<file path="src/rtl/inst_fetch_if.sv">
// Bundles the fetch unit's two buses: the program-memory read port and the
// valid/ready handshake that hands instruction words to the execute stage.
interface inst_fetch_if #(
    parameter int ADDR_W = 8
);
    logic              imem_rd_en;
    logic [ADDR_W-1:0] imem_addr;
    logic [31:0]       imem_rdata;
    logic [31:0]       ir;
    logic              ir_valid;
    logic              ir_ready;

    // Fetch unit side: drives the memory request and the instruction offer.
    modport master (
        output imem_rd_en,
        output imem_addr,
        output ir,
        output ir_valid,
        input  imem_rdata,
        input  ir_ready
    );

    // Environment side: the program memory and the execute stage.
    modport slave (
        input  imem_rd_en,
        input  imem_addr,
        input  ir,
        input  ir_valid,
        output imem_rdata,
        output ir_ready
    );
endinterface

</file>
<file path="src/rtl/inst_fetch_unit.sv">
// Instruction fetch unit: reads one word at a time from a synchronous-read
// program memory, holds it in ir until the execute stage accepts it, counts
// issued instructions and stops when a HALT opcode is fetched.
module inst_fetch_unit #(
    parameter int              ADDR_W   = 8,
    parameter logic [ADDR_W-1:0] START_PC = '0,
    parameter logic [4:0]      HALT_OP  = 5'b11111,
    parameter int              CNT_W    = 16
) (
    input  logic              clk,
    input  logic              sys_rst,
    input  logic              start,
    inst_fetch_if.master      bus,
    output logic [ADDR_W-1:0] pc,
    output logic              halted,
    output logic [CNT_W-1:0]  issue_cnt
);

    typedef enum logic [2:0] {
        IDLE,
        REQ,
        CAPT,
        ISSUE,
        HALTED
    } state_t;

    state_t      state;
    logic        rd_en_q;
    logic [31:0] ir_q;
    logic        ir_valid_q;

    // The memory address is always the pc; every other output is a register.
    assign bus.imem_rd_en = rd_en_q;
    assign bus.imem_addr  = pc;
    assign bus.ir         = ir_q;
    assign bus.ir_valid   = ir_valid_q;

    // Fetch sequencer: one outstanding read, issue on handshake, stop on HALT.
    always_ff @(posedge clk or posedge sys_rst) begin
        if (sys_rst) begin
            state      <= IDLE;
            pc         <= START_PC;
            ir_q       <= '0;
            ir_valid_q <= 1'b0;
            rd_en_q    <= 1'b0;
            halted     <= 1'b0;
            issue_cnt  <= '0;
        end else begin
            case (state)
                IDLE: begin
                    if (start) begin
                        pc        <= START_PC;
                        issue_cnt <= '0;
                        rd_en_q   <= 1'b1;
                        state     <= REQ;
                    end
                end
                REQ: begin
                    rd_en_q <= 1'b0;
                    state   <= CAPT;
                end
                CAPT: begin
                    ir_q <= bus.imem_rdata;
                    if (bus.imem_rdata[31:27] == HALT_OP) begin
                        halted <= 1'b1;
                        state  <= HALTED;
                    end else begin
                        ir_valid_q <= 1'b1;
                        state      <= ISSUE;
                    end
                end
                ISSUE: begin
                    if (bus.ir_ready) begin
                        ir_valid_q <= 1'b0;
                        pc         <= pc + 1'b1;
                        if (issue_cnt != {CNT_W{1'b1}}) begin
                            issue_cnt <= issue_cnt + 1'b1;
                        end
                        rd_en_q <= 1'b1;
                        state   <= REQ;
                    end
                end
                HALTED: begin
                    if (start) begin
                        halted    <= 1'b0;
                        pc        <= START_PC;
                        issue_cnt <= '0;
                        rd_en_q   <= 1'b1;
                        state     <= REQ;
                    end
                end
                default: begin
                    state <= IDLE;
                end
            endcase
        end
    end

endmodule

</file>
<file path="src/flat_wrapper.sv">
// flat-port wrapper written by rule: the top's interface ports become plain ports
module inst_fetch_unit_flat 
#(
    parameter int              ADDR_W   = 8,
    parameter logic [ADDR_W-1:0] START_PC = '0,
    parameter logic [4:0]      HALT_OP  = 5'b11111,
    parameter int              CNT_W    = 16
)
  (clk, sys_rst, start, pc, halted, issue_cnt, bus_imem_rd_en, bus_imem_addr, bus_ir, bus_ir_valid, bus_imem_rdata, bus_ir_ready);
  inst_fetch_if #(.ADDR_W(ADDR_W)) bus_i ();
  input  logic clk;
  input  logic sys_rst;
  input  logic start;
  output logic [ADDR_W-1:0] pc;
  output logic halted;
  output logic [CNT_W-1:0] issue_cnt;
  output wire logic [$bits(bus_i.imem_rd_en)-1:0] bus_imem_rd_en;
  output wire logic [$bits(bus_i.imem_addr)-1:0] bus_imem_addr;
  output wire logic [$bits(bus_i.ir)-1:0] bus_ir;
  output wire logic [$bits(bus_i.ir_valid)-1:0] bus_ir_valid;
  input wire logic [$bits(bus_i.imem_rdata)-1:0] bus_imem_rdata;
  input wire logic [$bits(bus_i.ir_ready)-1:0] bus_ir_ready;
  assign bus_imem_rd_en = bus_i.imem_rd_en;
  assign bus_imem_addr = bus_i.imem_addr;
  assign bus_ir = bus_i.ir;
  assign bus_ir_valid = bus_i.ir_valid;
  assign bus_i.imem_rdata = bus_imem_rdata;
  assign bus_i.ir_ready = bus_ir_ready;
  inst_fetch_unit #(.ADDR_W(ADDR_W), .START_PC(START_PC), .HALT_OP(HALT_OP), .CNT_W(CNT_W)) u_core (.clk(clk), .sys_rst(sys_rst), .start(start), .bus(bus_i), .pc(pc), .halted(halted), .issue_cnt(issue_cnt));
endmodule
</file>
<file path="config.mk">
export PLATFORM = sky130hd
export DESIGN_NAME = inst_fetch_unit_flat
export DESIGN_NICKNAME = d
export VERILOG_FILES = /design/src/rtl/inst_fetch_if.sv /design/src/rtl/inst_fetch_unit.sv /design/src/flat_wrapper.sv
export SDC_FILE = /design/constraint.sdc
export NUM_CORES = 1
export LEC_CHECK = 0
export ABC_AREA = 1
export CAP_MARGIN = 20
export CORE_MARGIN = 2
export CORE_UTILIZATION = 25
export DETAILED_ROUTE_END_ITERATION = 8
export PLACE_DENSITY_LB_ADDON = 0.05
export SLEW_MARGIN = 20
export SYNTH_ARGS = -nofsm -noshare
export SYNTH_HDL_FRONTEND = slang
export SYNTH_SLANG_ARGS = --single-unit
</file>
<file path="constraint.sdc">
create_clock -name clk -period 5.1 [get_ports clk]
set_input_delay 1.02 -clock clk [delete_from_list [all_inputs] [get_ports clk]]
set_output_delay 1.02 -clock clk [all_outputs]
set_load 0.05 [all_outputs]
</file>
==> results of run 1 <==
## through the flow
step,power [mW],cells
global route,3.21,641
finish,3.01,641
global placement,2.42,625
detailed placement,2.43,625
CTS,3.06,641
floorplan,1.93,393
## worst register-to-register path, delay by kind of cell, from the launching register on
family / cells / cell delay, ns
simple gates: 6 / 1.71
buf+inv: 1 / 0.19
flops: 1 / 0.47
## synthesized netlist by cell type, types with 3 or more instances
cell,instances
buf_6,3
buf_4,8
nand4_1,5
o21ai_1,4
dfrtp_1,62
nand3_1,32
inv_1,25
o21ai_0,8
buf_2,4
nand2_1,172
o21ai_2,5
nor2_1,30
nand2_2,3
a21oi_1,9
clkbuf_1,4
## flip-flops by register name, indices dropped and copies added, names as in the netlist
| signal | flops |
|---|---|
| u_core.issue_cnt | 16 |
| u_core.bus.ir_valid | 1 |
| u_core.halted | 1 |
| u_core.bus.imem_rd_en | 1 |
| u_core.bus.ir | 32 |
| u_core.bus.imem_addr | 8 |
| u_core.state | 3 |
## cells by family (layout without fill, tap and decap cells)
family          Yosys count  count (layout)  synth area share
flops                    62              62             0.510
xor+xnor                  3               3           0.00864
fa+ha+maj                 2               2           0.00823
compound gates           28              28            0.0539
simple gates            252             252             0.343
buf+inv                  46             147            0.0757
## power by group through the flow
stage	registers [mW]	clock network [mW]	logic [mW]
6_report	0.796	0.618	1.60
5_1_grt	0.823	0.662	1.72
4_1_cts	0.800	0.637	1.62
3_5_place_dp	0.807	0	1.62
3_3_place_gp	0.803	0	1.61
2_1_floorplan	1.36	0	0.569
## cell type report
class / count / area share
clock buffer: 12 / 0.0578
clock inverter: 4 / 0.0101
inverter: 27 / 0.0228
multi-input combinational: 285 / 0.285
sequential: 62 / 0.349
tap: 147 / 0.0414
timing repair buffer: 104 / 0.233
## worst paths after layout
| kind | end | slack (ns) | cells past startpoint |
|---|---|---|---|
| hold / removal | u_core.bus.ir[21] | 0.47 | 2 |
| hold reg to reg | u_core.bus.ir[21] | 0.47 | 2 |
| setup reg to reg | u_core.issue_cnt[1] | 2.67 | 7 |
| min in group asynchronous | u_core.bus.ir[24] | 1.15 | 2 |
| setup / recovery | u_core.issue_cnt[1] | 2.32 | 7 |
| max in group asynchronous | u_core.issue_cnt[13] | 3.08 | 3 |
## layer usage
| metal | track usage | wire (um) | up-vias |
|---|---|---|---|
| met2 | 0.213 | 3790 | 86 |
| li1 | - | - | 1425 |
| met4 | 0.0415 | 87 | 0 |
| met5 | 0 | 0 | - |
| met1 | 0.181 | 4110 | 1279 |
| met3 | 0.0381 | 440 | 7 |
==> reports/results.tsv, run 1 <==
stage	metric	value	unit
timing	period utilization	0.545	
finish	most frequent cells in the layout	nand2_1 (172), clkdlybuf4s50_1 (102), dfrtp_1 (62)	
timing	fmax	0.360	GHz
timing	hold slack	0.467	ns
finish	area of the multi-input gates	1270	sq um
synthesis	post-synthesis sequential area ratio	0.510	
power_and_ir_drop	switching part of the total	0.487	
finish	Antenna Cells	0	
setup_path	Worst path max stage delay	0.78	ns
cts	# Post-CTS Setup Buffers	0	
floorplanning	Die Area	13100	sq um
finish	share of cells above drive strength 1	0.0688	
cts	Sink Count	62	
grt	gr usage total	0.135	
timing	Slew Limit Fails	0	
power_and_ir_drop	combinational share of power	0.531	
setup_path	CP required	5.35	ns
setup_path	WP data arrival	3.03	ns
setup_path	Reg-to-Reg Start	u_core.state[0]	
power_and_ir_drop	Internal Dissipation	1.55	mW
setup_path	Critical Path, Cell by Cell	clkdlybuf4s50_1, inv_1, nand2_1, nand3_1, nor2_1, nand3_1, nand2_1	
synthesis	register bit total from synthesis	62	
synthesis	Yosys warnings	0	
timing	post-route setup slack	2.32	ns
finish	synth-to-layout area growth	46.0	%
routing	final WL	8430	um
routing	Via Count	2797	
cts	cts hold-fix bufs	0	
power_and_ir_drop	Peak supply drop	0.000308	V
setup_path	Bufs and invs on worst path	2	
finish	Final nets	527	
place	GP Congestion	0.746	
finish	final core occ	0.371	
cts	clock transition at the registers of the reported paths	0.05	ns
synthesis	syn nets	431	
place	DP HPWL	5820	um
worst_hold_path	hold_sp	u_core.bus.ir[21]	
setup_path	crit path max fanout	12	
floorplanning	Initial Util	0.254	
finish	most common cell after layout, fill and taps aside	nand2_1	
timing	Slew @ Worst Pin	0.957	ns
routing	WL/cell	13.2	um
timing	Max-slew headroom	0.362	
timing	setup TNS	0	ns
timing	final setup fails	0	
power_and_ir_drop	P_leak	2.04	nW
synthesis	mapped cell area	3040	sq um
grt	vias in the first global route	2728	
routing	DRT iter0 DRCs	138	
floorplanning	top-level I/O count	103	
worst_hold_path	hold crit path type	flip-flop to flip-flop	
grt	initial antenna violation count	0	
timing	unrepaired setup endpoints after global routing	no	
timing	minimum clock period	2.78	ns
timing	final hold vios	0	
floorplanning	Die Height	114	um
place	Area after DPL	4140	sq um
synthesis	Post-synth EDFFs	0	
finish	Fillers	1257	
setup_path	crit start category	input pin	
synthesis	Netlist cell types	27	
grt	GR Overflow Total	0	
cts	htree depth	3	
grt	largest net degree at the start of global routing	37	
synthesis	top-area cell type share of the netlist area	0.510	
setup_path	Setup CP Type	input pin to flip-flop	
run_status	status	completed	
synthesis	Area contributors post-synth	dfrtp_1 (51%), nand2_1 (21%), nand3_1 (5.3%)	
cts	Clock Latency Late Sink	0.32	ns
synthesis	Most used DFF post-synth	dfrtp_1	
grt	first-pass GRT wire length	13800	um
cts	CTS tree	built	
floorplanning	Die W	114	um
power_and_ir_drop	P_sw	1.47	mW
setup_path	Crit path max-delay family	simple AND/OR/NAND/NOR gates	
floorplanning	row count	40	
setup_path	CP max-delay cell	nor2_1	
synthesis	Synth Instances	393	
cts	CTS resizes	0	
timing	clk_skew	0.00891	ns
cts	Max Root-Sink Buffers	2	
cts	TritonCTS Buffers	9	
finish	Design Area, Final	4440	sq um
power_and_ir_drop	Clock Power Share	0.205	
setup_path	crit path launch	start	
synthesis	fraction of registers with async set/reset	1.00	
finish	Sequential Area	1550	sq um
power_and_ir_drop	Power Dens Cells	679	nW/um^2
routing	drc violations	0	
synthesis	syn_area_per_cell	7.74	sq um
flow_run	# Max-Cap Violations	0	
place	PortBufs	102	
power_and_ir_drop	sequential power share	0.264	
routing	vias per cell	4.36	
setup_path	crit end category	flip-flop	
routing	Routed Antenna Nets	0	
routing	router iterations before antenna repair	4	
synthesis	dominant cell type by area after synthesis	dfrtp_1	
floorplanning	Core Region	12000	sq um
place	worst slack at placement	1.99	ns
cts	clock root cell	clkbuf_16	
Note: power is estimated with default switching activity, not from simulation.
==> run 2, diff against run 1 <==
clock period = 2.7 ns   (was 5.1 ns; I/O delays follow)
==> run 2 against run 1 <==
Count of clock-buffer cells in the layout shrank 3; die area is the same; register-to-register slack worse by 1.9 ns.
==> reports/results.tsv, run 2 (synthesized netlist as in run 1, its figures left out) <==
stage	metric	value	unit
place	GP Congestion	0.746	
setup_path	crit path max fanout	7	
routing	router iterations before antenna repair	4	
timing	final hold vios	0	
setup_path	WP data arrival	1.65	ns
grt	first-pass GRT wire length	13500	um
timing	setup TNS	0	ns
setup_path	crit path launch	u_core.issue_cnt[12]	
grt	vias in the first global route	2680	
floorplanning	Die Height	114	um
floorplanning	top-level I/O count	103	
floorplanning	Core Region	12000	sq um
grt	GR Overflow Total	0	
setup_path	Bufs and invs on worst path	1	
cts	cts hold-fix bufs	0	
cts	CTS tree	built	
cts	Sink Count	62	
timing	unrepaired setup endpoints after global routing	no	
worst_hold_path	hold_sp	u_core.bus.ir[26]	
setup_path	Crit path max-delay family	buffers and inverters	
timing	Slew @ Worst Pin	0.567	ns
cts	Clock Latency Late Sink	0.33	ns
cts	# Post-CTS Setup Buffers	0	
grt	initial antenna violation count	0	
routing	Via Count	2797	
floorplanning	Initial Util	0.254	
cts	CTS resizes	0	
floorplanning	row count	40	
grt	largest net degree at the start of global routing	44	
setup_path	Reg-to-Reg Start	u_core.state[0]	
grt	gr usage total	0.132	
timing	hold slack	0.465	ns
setup_path	CP required	2.16	ns
floorplanning	Die W	114	um
timing	final setup fails	0	
setup_path	Worst path max stage delay	0.85	ns
finish	share of cells above drive strength 1	0.0746	
flow_run	# Max-Cap Violations	0	
finish	most common cell after layout, fill and taps aside	nand2_1	
routing	vias per cell	4.35	
floorplanning	Die Area	13100	sq um
power_and_ir_drop	Power Dens Cells	1270	nW/um^2
cts	clock root cell	clkbuf_16	
routing	Routed Antenna Nets	0	
routing	WL/cell	12.8	um
finish	Antenna Cells	0	
routing	final WL	8240	um
cts	clock transition at the registers of the reported paths	0.06	ns
timing	fmax	0.457	GHz
setup_path	crit end category	output pin	
finish	max reg flops	32	
setup_path	Critical Path, Cell by Cell	clkdlybuf4s50_1	
power_and_ir_drop	P_leak	2.05	nW
finish	Fillers	1238	
routing	drc violations	0	
setup_path	crit start category	flip-flop	
finish	Final nets	529	
finish	synth-to-layout area growth	46.5	%
place	DP HPWL	5780	um
timing	clk_skew	0.00983	ns
finish	final core occ	0.373	
worst_hold_path	hold crit path type	flip-flop to flip-flop	
timing	minimum clock period	2.19	ns
cts	htree depth	3	
timing	period utilization	0.810	
timing	Slew Limit Fails	0	
run_status	status	completed	
routing	DRT iter0 DRCs	153	
place	PortBufs	102	
setup_path	Setup CP Type	flip-flop to output pin	
finish	most frequent cells in the layout	nand2_1 (172), clkdlybuf4s50_1 (102), dfrtp_1 (62)	
cts	TritonCTS Buffers	9	
timing	Max-slew headroom	0.622	
cts	Max Root-Sink Buffers	2	
power_and_ir_drop	Peak supply drop	0.000477	V
setup_path	CP max-delay cell	clkdlybuf4s50_1	
## run 2: cell types whose count changed in the layout (fill, tap and decap cells not counted)
cell        previous run  this run
clkbuf_1               1         0
clkinvlp_4             0         2
buf_12                 0         1
clkbuf_8               2         0
buf_4                  2         3
clkinv_2               3         4
## run 2: final cells by class
| cell class | instances | area [sq um] | area share |
|---|---|---|---|
| clock buffer | 9 | 225 | 0.0505 |
| clock inverter | 7 | 65.1 | 0.0146 |
| inverter | 27 | 101 | 0.0227 |
| multi-input combinational | 285 | 1270 | 0.284 |
| sequential | 62 | 1550 | 0.348 |
| tap | 147 | 184 | 0.0413 |
| timing repair buffer | 106 | 1060 | 0.239 |
## run 2: power by group
part | total (mW) | internal (mW) | switching, mW
Combinational | 3.04 | 0.926 | 2.11
Sequential | 1.51 | 1.27 | 0.239
Clock | 1.13 | 0.707 | 0.421
## run 2: final timing paths
| check | to | slack [ns] | cells past startpoint |
|---|---|---|---|
| worst max-delay path | issue_cnt[12] | 0.51 | 1 |
| worst min-delay path | u_core.bus.ir[26] | 0.47 | 2 |
| worst max register to register | u_core.issue_cnt[0] | 0.74 | 8 |
| worst min register to register | u_core.bus.ir[26] | 0.47 | 2 |
| max in group asynchronous | u_core.issue_cnt[11] | 1.54 | 3 |
| min in group asynchronous | u_core.bus.ir[20] | 0.55 | 2 |
## run 2: layer usage
metal  up-vias  GRT usage  routed length, um
li1       1431          -                  -
met1      1293      0.184               4140
met2        69      0.200               3680
met3         4     0.0339                346
met4         0     0.0439                 68
met5         -          0                  0
## run 2: per-stage QoR
step	worst slack (ns)	power, mW	instances	area, sq um
2_1_floorplan	0.619	3.65	393	3040
3_3_place_gp	0.562	4.60	627	4170
3_5_place_dp	0.532	4.61	627	4170
4_1_cts	0.492	5.77	643	4460
5_1_grt	0.444	6.04	643	4460
6_report	0.513	5.68	643	4460
